File: config.mk
export PLATFORM = sky130hd
export DESIGN_NAME = uart_tx_arbiter
export DESIGN_NICKNAME = d
export VERILOG_FILES = /design/src/rtl/uart_tx_arbiter_pkg.sv /design/src/rtl/uart_tx_arbiter_byte_fifo.sv /design/src/rtl/uart_tx_arbiter.sv
export SDC_FILE = /design/constraint.sdc
export NUM_CORES = 1
export LEC_CHECK = 0
export ABC_AREA = 1
export BUFFER_PORTS_ARGS = -buffer_cell sky130_fd_sc_hd__buf_2
export CORE_ASPECT_RATIO = 2
export CORE_MARGIN = 5
export CORE_UTILIZATION = 53
export DETAILED_ROUTE_END_ITERATION = 8
export PLACE_DENSITY = 0.72
export SYNTH_ARGS = -nofsm -noshare
export SYNTH_HDL_FRONTEND = slang
export SYNTH_HIERARCHICAL = 1
export SYNTH_SLANG_ARGS = --single-unit
File: constraint.sdc
create_clock -name sysclk -period 0.92 [get_ports sysclk]
set_input_delay 0.138 -clock sysclk [delete_from_list [all_inputs] [get_ports sysclk]]
set_output_delay 0.138 -clock sysclk [all_outputs]
set_load 0.005 [all_outputs]
File: src/rtl/uart_tx_arbiter_pkg.sv
// Shared definitions for the two-requester UART transmit arbiter.
package uart_tx_arbiter_pkg;

  localparam int DATA_W  = 8;
  localparam int NUM_REQ = 2;

  // FSM state encoding, kept as plain constants for legacy compatibility
  localparam logic [1:0] ST_IDLE      = 2'd0;
  localparam logic [1:0] ST_ISSUE     = 2'd1;
  localparam logic [1:0] ST_WAIT_BUSY = 2'd2;
  localparam logic [1:0] ST_WAIT_DONE = 2'd3;

endpackage

File: src/rtl/uart_tx_arbiter_byte_fifo.sv
// Synchronous byte FIFO with registered full/empty flags.
// A push into a full FIFO is accepted only when a pop happens in the same cycle.
module byte_fifo
  import uart_tx_arbiter_pkg::*;
#(
  parameter int DEPTH = 4
) (
  input  logic              sysclk,
  input  logic              reset,
  input  logic              wr,
  input  logic [DATA_W-1:0] din,
  input  logic              rd,
  output logic [DATA_W-1:0] dout,
  output logic              full,
  output logic              empty,
  output logic              overflow
);

  localparam int AW = $clog2(DEPTH);

  logic [DATA_W-1:0] mem [DEPTH];
  logic [AW-1:0]     wr_ptr;
  logic [AW-1:0]     rd_ptr;
  logic [AW:0]       count;
  logic [AW:0]       count_next;
  logic              push;
  logic              pop;

  // Accept/drop decision and next occupancy
  always_comb begin
    pop        = rd && !empty;
    push       = wr && (!full || pop);
    overflow   = wr && full && !pop;
    count_next = count;
    if (push && !pop) begin
      count_next = count + (AW+1)'(1);
    end else if (pop && !push) begin
      count_next = count - (AW+1)'(1);
    end
  end

  // Pointers, occupancy and flags reflecting this cycle's push and pop
  always_ff @(posedge sysclk or negedge reset) begin
    if (!reset) begin
      wr_ptr <= '0;
      rd_ptr <= '0;
      count  <= '0;
      full   <= 1'b0;
      empty  <= 1'b1;
    end else begin
      if (push) wr_ptr <= wr_ptr + AW'(1);
      if (pop)  rd_ptr <= rd_ptr + AW'(1);
      count <= count_next;
      full  <= (count_next == (AW+1)'(DEPTH));
      empty <= (count_next == '0);
    end
  end

  // Storage write
  always_ff @(posedge sysclk) begin
    if (push) mem[wr_ptr] <= din;
  end

  assign dout = mem[rd_ptr];

endmodule

File: src/rtl/uart_tx_arbiter.sv
// Round-robin arbiter feeding one UART transmitter from two byte FIFOs.
module uart_tx_arbiter
  import uart_tx_arbiter_pkg::*;
#(
  parameter int FIFO_DEPTH   = 4,
  parameter int BUSY_TIMEOUT = 16
) (
  input  logic              sysclk,
  input  logic              reset,
  input  logic [DATA_W-1:0] req0_data,
  input  logic              req0_wr,
  output logic              req0_full,
  input  logic [DATA_W-1:0] req1_data,
  input  logic              req1_wr,
  output logic              req1_full,
  input  logic              ovf_clr,
  output logic [1:0]        ovf,
  input  logic              tx_status,
  output logic              tx_en,
  output logic [DATA_W-1:0] tx_data,
  output logic              grant_id,
  output logic              busy
);

  localparam int TO_W = $clog2(BUSY_TIMEOUT + 1);

  logic [1:0]         rst_sync;
  logic               fsm_reset;
  logic [NUM_REQ-1:0] fifo_empty;
  logic [NUM_REQ-1:0] fifo_full;
  logic [NUM_REQ-1:0] fifo_ovf;
  logic [NUM_REQ-1:0] pop;
  logic [DATA_W-1:0]  head [NUM_REQ];
  logic [1:0]         state;
  logic [1:0]         state_next;
  logic               last_grant;
  logic               grant;
  logic               sel;
  logic [TO_W-1:0]    wait_cnt;

  // Reset synchroniser: asserts immediately, releases on sysclk
  always_ff @(posedge sysclk or negedge reset) begin
    if (!reset) rst_sync <= 2'b00;
    else        rst_sync <= {rst_sync[0], 1'b1};
  end

  assign fsm_reset = rst_sync[1];

  byte_fifo #(.DEPTH(FIFO_DEPTH)) u_fifo0 (
    .sysclk   (sysclk),
    .reset    (reset),
    .wr       (req0_wr),
    .din      (req0_data),
    .rd       (pop[0]),
    .dout     (head[0]),
    .full     (fifo_full[0]),
    .empty    (fifo_empty[0]),
    .overflow (fifo_ovf[0])
  );

  byte_fifo #(.DEPTH(FIFO_DEPTH)) u_fifo1 (
    .sysclk   (sysclk),
    .reset    (reset),
    .wr       (req1_wr),
    .din      (req1_data),
    .rd       (pop[1]),
    .dout     (head[1]),
    .full     (fifo_full[1]),
    .empty    (fifo_empty[1]),
    .overflow (fifo_ovf[1])
  );

  assign req0_full = fifo_full[0];
  assign req1_full = fifo_full[1];

  // Sticky overflow flags; a new overflow outranks a simultaneous clear
  always_ff @(posedge sysclk or negedge reset) begin
    if (!reset) ovf <= 2'b00;
    else        ovf <= (ovf & ~{NUM_REQ{ovf_clr}}) | fifo_ovf;
  end

  // Next state, round-robin selection and FIFO pop.
  // Grants are held off while the synchronised reset is still asserted so a
  // popped byte is never lost to an FSM that cannot yet register it.
  always_comb begin
    state_next = state;
    grant      = 1'b0;
    sel        = last_grant;
    pop        = '0;
    case (state)
      ST_IDLE: begin
        if (fsm_reset && tx_status && (fifo_empty != '1)) begin
          grant      = 1'b1;
          sel        = (!fifo_empty[0] && !fifo_empty[1]) ? ~last_grant : fifo_empty[0];
          pop        = sel ? 2'b10 : 2'b01;
          state_next = ST_ISSUE;
        end
      end
      ST_ISSUE:     state_next = ST_WAIT_BUSY;
      ST_WAIT_BUSY: begin
        if (!tx_status) begin
          state_next = ST_WAIT_DONE;
        end else if (wait_cnt == TO_W'(BUSY_TIMEOUT - 1)) begin
          state_next = ST_IDLE;
        end
      end
      ST_WAIT_DONE: if (tx_status) state_next = ST_IDLE;
      default:      state_next = ST_IDLE;
    endcase
  end

  // FSM state, issued byte, grant owner and busy-timeout counter
  always_ff @(posedge sysclk or negedge fsm_reset) begin
    if (!fsm_reset) begin
      state      <= ST_IDLE;
      tx_data    <= '0;
      grant_id   <= 1'b0;
      last_grant <= 1'b1;
      wait_cnt   <= '0;
    end else begin
      state <= state_next;
      if (grant) begin
        tx_data    <= sel ? head[1] : head[0];
        grant_id   <= sel;
        last_grant <= sel;
      end
      if (state == ST_WAIT_BUSY) wait_cnt <= wait_cnt + TO_W'(1);
      else                       wait_cnt <= '0;
    end
  end

  assign tx_en = (state == ST_ISSUE);
  assign busy  = (state != ST_IDLE);

endmodule

# Word level (Yosys, flattened, before mapping)
# Memory sizes are Yosys's and may differ from the RTL's.
# Index checks and enable logic that the tools add are counted.
dict set report op_classes {
  mux 23
  n_reduce_logical 30
  bitwise 4
  add_sub_neg 9
  eq_ne 10
}
# cell n
set ops {}
lappend ops {{logical AND 1 bit} 15}
lappend ops {{two-way mux 2 bit} 7}
lappend ops {{two-way mux 3 bit} 4}
lappend ops {{two-way mux 1 bit} 9}
lappend ops {{adder 2 x 1 -> 2 bit (second input constant)} 4}
lappend ops {{zero test 1 bit} 8}
lappend ops {{two-way mux 8 bit} 1}
lappend ops {{case mux 2 bit (4 select lines)} 1}
lappend ops {{adder 3 x 1 -> 3 bit (second input constant)} 2}
lappend ops {{equality test 3 bit (second input constant)} 2}
lappend ops {{zero test 3 bit} 2}
lappend ops {{inequality test 2 bit (second input constant)} 3}
lappend ops {{subtractor 3 x 1 -> 3 bit (second input constant)} 2}
lappend ops {{adder 5 x 1 -> 5 bit (second input constant)} 1}
lappend ops {{equality test 5 x 4 -> 1 bit (second input constant)} 1}
lappend ops {{two-way mux 5 bit} 1}
lappend ops {{equality test 2 bit (second input constant)} 2}
lappend ops {{inequality test 3 bit (second input constant)} 1}
lappend ops {{AND reduction 3 bit} 1}
lappend ops {{bitwise AND 2 bit} 1}
lappend ops {{equality test 2 x 1 -> 1 bit (second input constant)} 1}
lappend ops {{zero test 2 bit} 1}
lappend ops {{logical OR 1 bit} 2}
lappend ops {{NOT 2 bit} 1}
lappend ops {{3 further kinds} 3}
dict set report totals {
  wordCells 95
  reg_bits 39
  inputBits 22
  output_inout_bits 15
  ramBits 64
  memories 2
}
# memory depth width rd rd_clocked_by_memory_dff wr line_no
set memory_table {}
lappend memory_table {u_fifo0.mem 4 8 1 0 1 uart_tx_arbiter_byte_fifo.sv:21} ;# logic [DATA_W-1:0] mem [DEPTH];
lappend memory_table {u_fifo1.mem 4 8 1 0 1 uart_tx_arbiter_byte_fifo.sv:21}

# Depth between registers and ports, before layout
dict set report logic_depth {
  word_depth 14
  depth_mapped 14
}

# By module
# The synthesis kept the hierarchy.
# module seq_area_each_um2 cells_each area_each_um2 n_inst
set modules_own_cells {}
lappend modules_own_cells {byte_fifo 1187.4 146 1746.7 2}
lappend modules_own_cells {uart_tx_arbiter 526.8 129 1007.2 1}

# Least setup slack after synthesis
# No wires, ideal clock.
dict set report synth_timing {
  path_kind {reg2reg}
  startpoint {reg rst_sync[1]}
  endpoint {mem u_fifo0.mem[0][0] (enable)}
  arrival_time_ps 2052
  setup_slack_ps -1503
  period_less_slack_ps 2423
  n_path_buf 1
  setup_ps 371
  stages_incl_launch_ff 10
  cell_sequence {dfrtp_1 nand2_1 inv_1 nand3_2 buf_2 nor2_1 nand2_2 inv_2 o21ai_4 nor2_1}
}
dict set report synth_between {
  elab_chain_cells 9
}
# element line_no
set synth_rtl {}
lappend synth_rtl {{from (decl)} uart_tx_arbiter.sv:27} ;# logic [1:0] rst_sync;
lappend synth_rtl {{from (signal assigned)} uart_tx_arbiter.sv:44} ;# else rst_sync <= {rst_sync[0], 1'b1};
lappend synth_rtl {{logical AND 1 bit (2 in series)} uart_tx_arbiter.sv:92} ;# if (fsm_reset && tx_status && (fifo_empty != '1)) begin
lappend synth_rtl {{two-way mux 2 bit} uart_tx_arbiter.sv:92}
lappend synth_rtl {{two-way mux 2 bit} uart_tx_arbiter.sv:90} ;# case (state)
lappend synth_rtl {{via pop[0]} uart_tx_arbiter.sv:32} ;# logic [NUM_REQ-1:0] pop;
lappend synth_rtl {{logical AND 1 bit} uart_tx_arbiter_byte_fifo.sv:31} ;# pop = rd && !empty;
lappend synth_rtl {{logical OR 1 bit} uart_tx_arbiter_byte_fifo.sv:32} ;# push = wr && (!full || pop);
lappend synth_rtl {{logical AND 1 bit} uart_tx_arbiter_byte_fifo.sv:32}
lappend synth_rtl {{two-way mux 1 bit} uart_tx_arbiter_byte_fifo.sv:61} ;# if (push) mem[wr_ptr] <= din;
lappend synth_rtl {{two-way mux 1 bit (implied by the code)} uart_tx_arbiter_byte_fifo.sv:61}
lappend synth_rtl {{to (decl)} uart_tx_arbiter_byte_fifo.sv:21}
# The timed path passes the listed nets, and every way through them passes these cells.

# Worst setup path in the final report
dict set report layout_timing {
  startpoint {reg state[0]}
  endpoint {mem u_fifo0.mem[2][3] (enable)}
}
dict set report layout_between {
  elab_chain_cells 7
}
# element line_no
set layout_rtl {}
lappend layout_rtl {{from (decl)} uart_tx_arbiter.sv:34} ;# logic [1:0] state;
lappend layout_rtl {{from (signal assigned)} uart_tx_arbiter.sv:121} ;# state <= state_next;
lappend layout_rtl {{zero test 2 bit} uart_tx_arbiter.sv:90}
lappend layout_rtl {{two-way mux 2 bit} uart_tx_arbiter.sv:90}
lappend layout_rtl {{via pop[0]} uart_tx_arbiter.sv:32}
lappend layout_rtl {{logical AND 1 bit} uart_tx_arbiter_byte_fifo.sv:31}
lappend layout_rtl {{logical OR 1 bit} uart_tx_arbiter_byte_fifo.sv:32}
lappend layout_rtl {{logical AND 1 bit} uart_tx_arbiter_byte_fifo.sv:32}
lappend layout_rtl {{two-way mux 1 bit} uart_tx_arbiter_byte_fifo.sv:61}
lappend layout_rtl {{two-way mux 1 bit (implied by the code)} uart_tx_arbiter_byte_fifo.sv:61}
# The timed path passes the listed nets, and every way through them passes these cells.

==> flow_metrics.tcl <==
set metrics [dict create \
    rows 47 \
    synth_nets 457 \
    die_h_um 140 \
    path_cells "nor2_4 -> nand3_4 -> nor2_4 -> nand2_4 -> inv_4 -> o21ai_4 -> nor2_4" \
    hold_start "req1_data[2]" \
    wire_per_inst_um 15.2 \
    drc 0 \
    critPathSlowestCell "dfrtp_1" \
    final_cell_mix "65 x nand2_1, 64 x edfxtp_1, 50 x buf_4" \
    max_stage_delay_ns 0.41 \
    synth_edf_count 64 \
    cts_tree "done" \
    grt_use_met3 0.0387 \
    die-area_sq_um 10500 \
    worst_path_most_repeated_cell "nor2_4" \
    final_common_cell "nand2_1" \
    die_w_um 75.2 \
    critPathMaxFanout 8 \
    antenna_found_initial 0 \
    io_buffers 36 \
    outcome "finished with violations" \
    drive_gt1_frac 0.391 \
    rsz0062_at_grt "true" \
    async_reset_ff_frac 0.379 \
    finClkSkew_ns 0.00735 \
    endpoint_kind "flip-flop" \
    start_util 0.543 \
    num_vias 3217 \
    core_area_sq_um 8290 \
    worst_ep_required_time_ns 0.94 \
    nFillCells 551 \
    ant_nets 0 \
    place_inst 597 \
    cts_root_buffer "clkbuf_16" \
    synth-main-ff-cell "edfxtp_1" \
    combPwrFrac 0.425 \
    nets 565 \
    seqPwrFrac 0.362 \
    setup_ws_ns -0.860 \
    power_density_nw_per_um2 3230 \
    cts.sinks 103 \
    drt_first_pass_iters 4 \
    clkSlewWorstSetupHoldPaths_ns 0.07 \
    synth_seq_area_share 0.645 \
    violations "setup timing" \
    grt_util_all_layers 0.189 \
    p_int_uw 12500 \
    critPathKind "reg -> reg" \
    worst_hold_slack_ns 0.0149 \
    r2r_start "state[0]" \
    maxSlewViolCount 0 \
    cellLeakagePower_uw 0.00268 \
    ys_warn_count 6 \
    cap_viol_max_count 0 \
    grt-ovfl-total 0 \
    drt_iter0_markers 294 \
    gp_congestion 0.826 \
    final_cells 632 \
    numCtsBuffers 9 \
    syn_area_per_cell_sq_um 10.7 \
    use_met2 0.342 \
    p_switching_uw 7040 \
    wl_um 9610 \
    grt_pass1_wl_um 15000 \
    p_sw_frac 0.361 \
    cts_max_level 3 \
    postSynthCellCount 421 \
    critPathBufInv 1 \
    dpl.hpwl_um 6860 \
    grt_busiest_layer "met2" \
    irDropWorstVdd_uv 2250 \
    grt_pass1_vias 3254 \
    hold_violations 0 \
    max_freq_mhz 562 \
    crit_start "state[0]" \
    worst_skew_pair.late_latency_ns 0.34 \
    arrival_ns 1.80 \
    antenna_cells 0 \
    grtUsageMet1 0.207 \
    fin_crit_sh 1.94 \
    finalSetupViolations 116 \
    cts_buffer_depth 2 \
    critPathTopFamily "simple AND/OR/NAND/NOR gates" \
    area_growth_pct 34.2 \
    grt_max_degree 23 \
    vias_per_cell 5.09 \
    synthesis.area_sq_um 4500 \
    worst_setup_path_start_kind "flip-flop" \
    yosysUniqueCellTypes 27 \
    p_clk_frac 0.213 \
    io_pins 37 \
    min_period_ns 1.78 \
    ys_ff_latch 103 \
    holdCritPathClass "in -> reg" \
]
[state kept, by name (all words and copies together) (netlist names), 2 cells and up]
name,count
u_fifo0/mem,32
u_fifo1/mem,32
tx_data,8
wait_cnt,5
u_fifo0/count,3
u_fifo1/count,3
ovf,2
rst_sync,2
state,2
u_fifo0/rd_ptr,2
u_fifo0/wr_ptr,2
u_fifo1/rd_ptr,2
u_fifo1/wr_ptr,2
[cell usage after synthesis, types with 3 or more instances]
cell type / instances / share of area
nand2_2: 9 / 0.013
nand3_1: 7 / 0.0078
nor2_1: 58 / 0.048
o21ai_1: 9 / 0.010
nand3_2: 6 / 0.013
inv_2: 14 / 0.012
inv_1: 40 / 0.033
o21ai_0: 28 / 0.031
dfstp_2: 3 / 0.018
ha_1: 14 / 0.039
o21bai_1: 3 / 0.0050
o22ai_1: 16 / 0.022
edfxtp_1: 64 / 0.43
a21oi_1: 5 / 0.0056
buf_2: 5 / 0.0056
nand2_1: 79 / 0.066
xor2_1: 10 / 0.019
dfrtp_1: 36 / 0.20
[routing by layer]
layer,part of all wire,wire length (um)
met1,0.38,3620
met5,0,0
met2,0.57,5490
met3,0.032,310
met4,0.021,200
[power groups by stage]
stage	clock network [uW]	logic, uW	registers (uW)
after floorplan	0	4300	7010
after detailed placement	0	7100	7130
final	4150	8280	7070
after CTS	4230	7320	7060
after global placement	0	6900	7070
after global routing	4410	9200	7200
[cells by family after synthesis]
| group | count (synthesis) | share of synthesized area |
|---|---|---|
| DFF | 103 | 0.645 |
| and+or+nand+nor | 163 | 0.155 |
| AOI/OAI and AO/OA | 64 | 0.0826 |
| xor gates and xnor gates | 10 | 0.0195 |
| other | 1 | 0.000833 |
| adders and majority gates | 14 | 0.0389 |
| buffers and inverters | 66 | 0.0584 |
[worst paths after layout]
kind                                endpoint  slack, ns  depth (start not counted)
min reg2reg                      wait_cnt[0]       0.24                          1
min in group asynchronous        wait_cnt[0]       0.24                          1
max in group asynchronous         last_grant       0.42                          1
max reg2reg                u_fifo0/mem[2][3]      -0.86                          7
max                        u_fifo0/mem[2][3]      -0.86                          7
min                        u_fifo1/mem[1][2]       0.01                          1
[metrics by stage]
step / worst slack (ns) / power, uW / TNS (ns) / instance area, sq um / util
6_report: -0.860 / 19500 / -72.60 / 6040 / 0.728
5_1_grt: -0.926 / 20800 / -80.96 / 6040 / 0.728
4_1_cts: -0.810 / 18600 / -70.29 / 5720 / 0.690
3_5_place_dp: -0.859 / 14200 / -71.42 / 5310 / 0.641
3_3_place_gp: -0.810 / 14000 / -67.97 / 5310 / 0.641
2_1_floorplan: -0.942 / 11300 / -75.98 / 4620 / -
[layout make-up]
| cell class | instances | area, sq um | area share |
|---|---|---|---|
| Sequential cell | 103 | 2900 | 0.481 |
| Multi-Input combinational cell | 253 | 1640 | 0.272 |
| Timing Repair Buffer | 104 | 800 | 0.132 |
| Inverter | 58 | 234 | 0.0387 |
| Clock buffer | 9 | 225 | 0.0373 |
| Tap cell | 98 | 123 | 0.0203 |
| Clock inverter | 7 | 111 | 0.0184 |
[repair_timing]
item	in CTS	in global routing
gates cloned	0	1
endpoints found under the setup margin	114	116
pin swaps	11	26
setup buffers	3	17
hold endpoints to repair	23	0
hold buffers	2	0
gates resized for setup	11	53
Note: power is estimated with default switching activity, not from simulation.
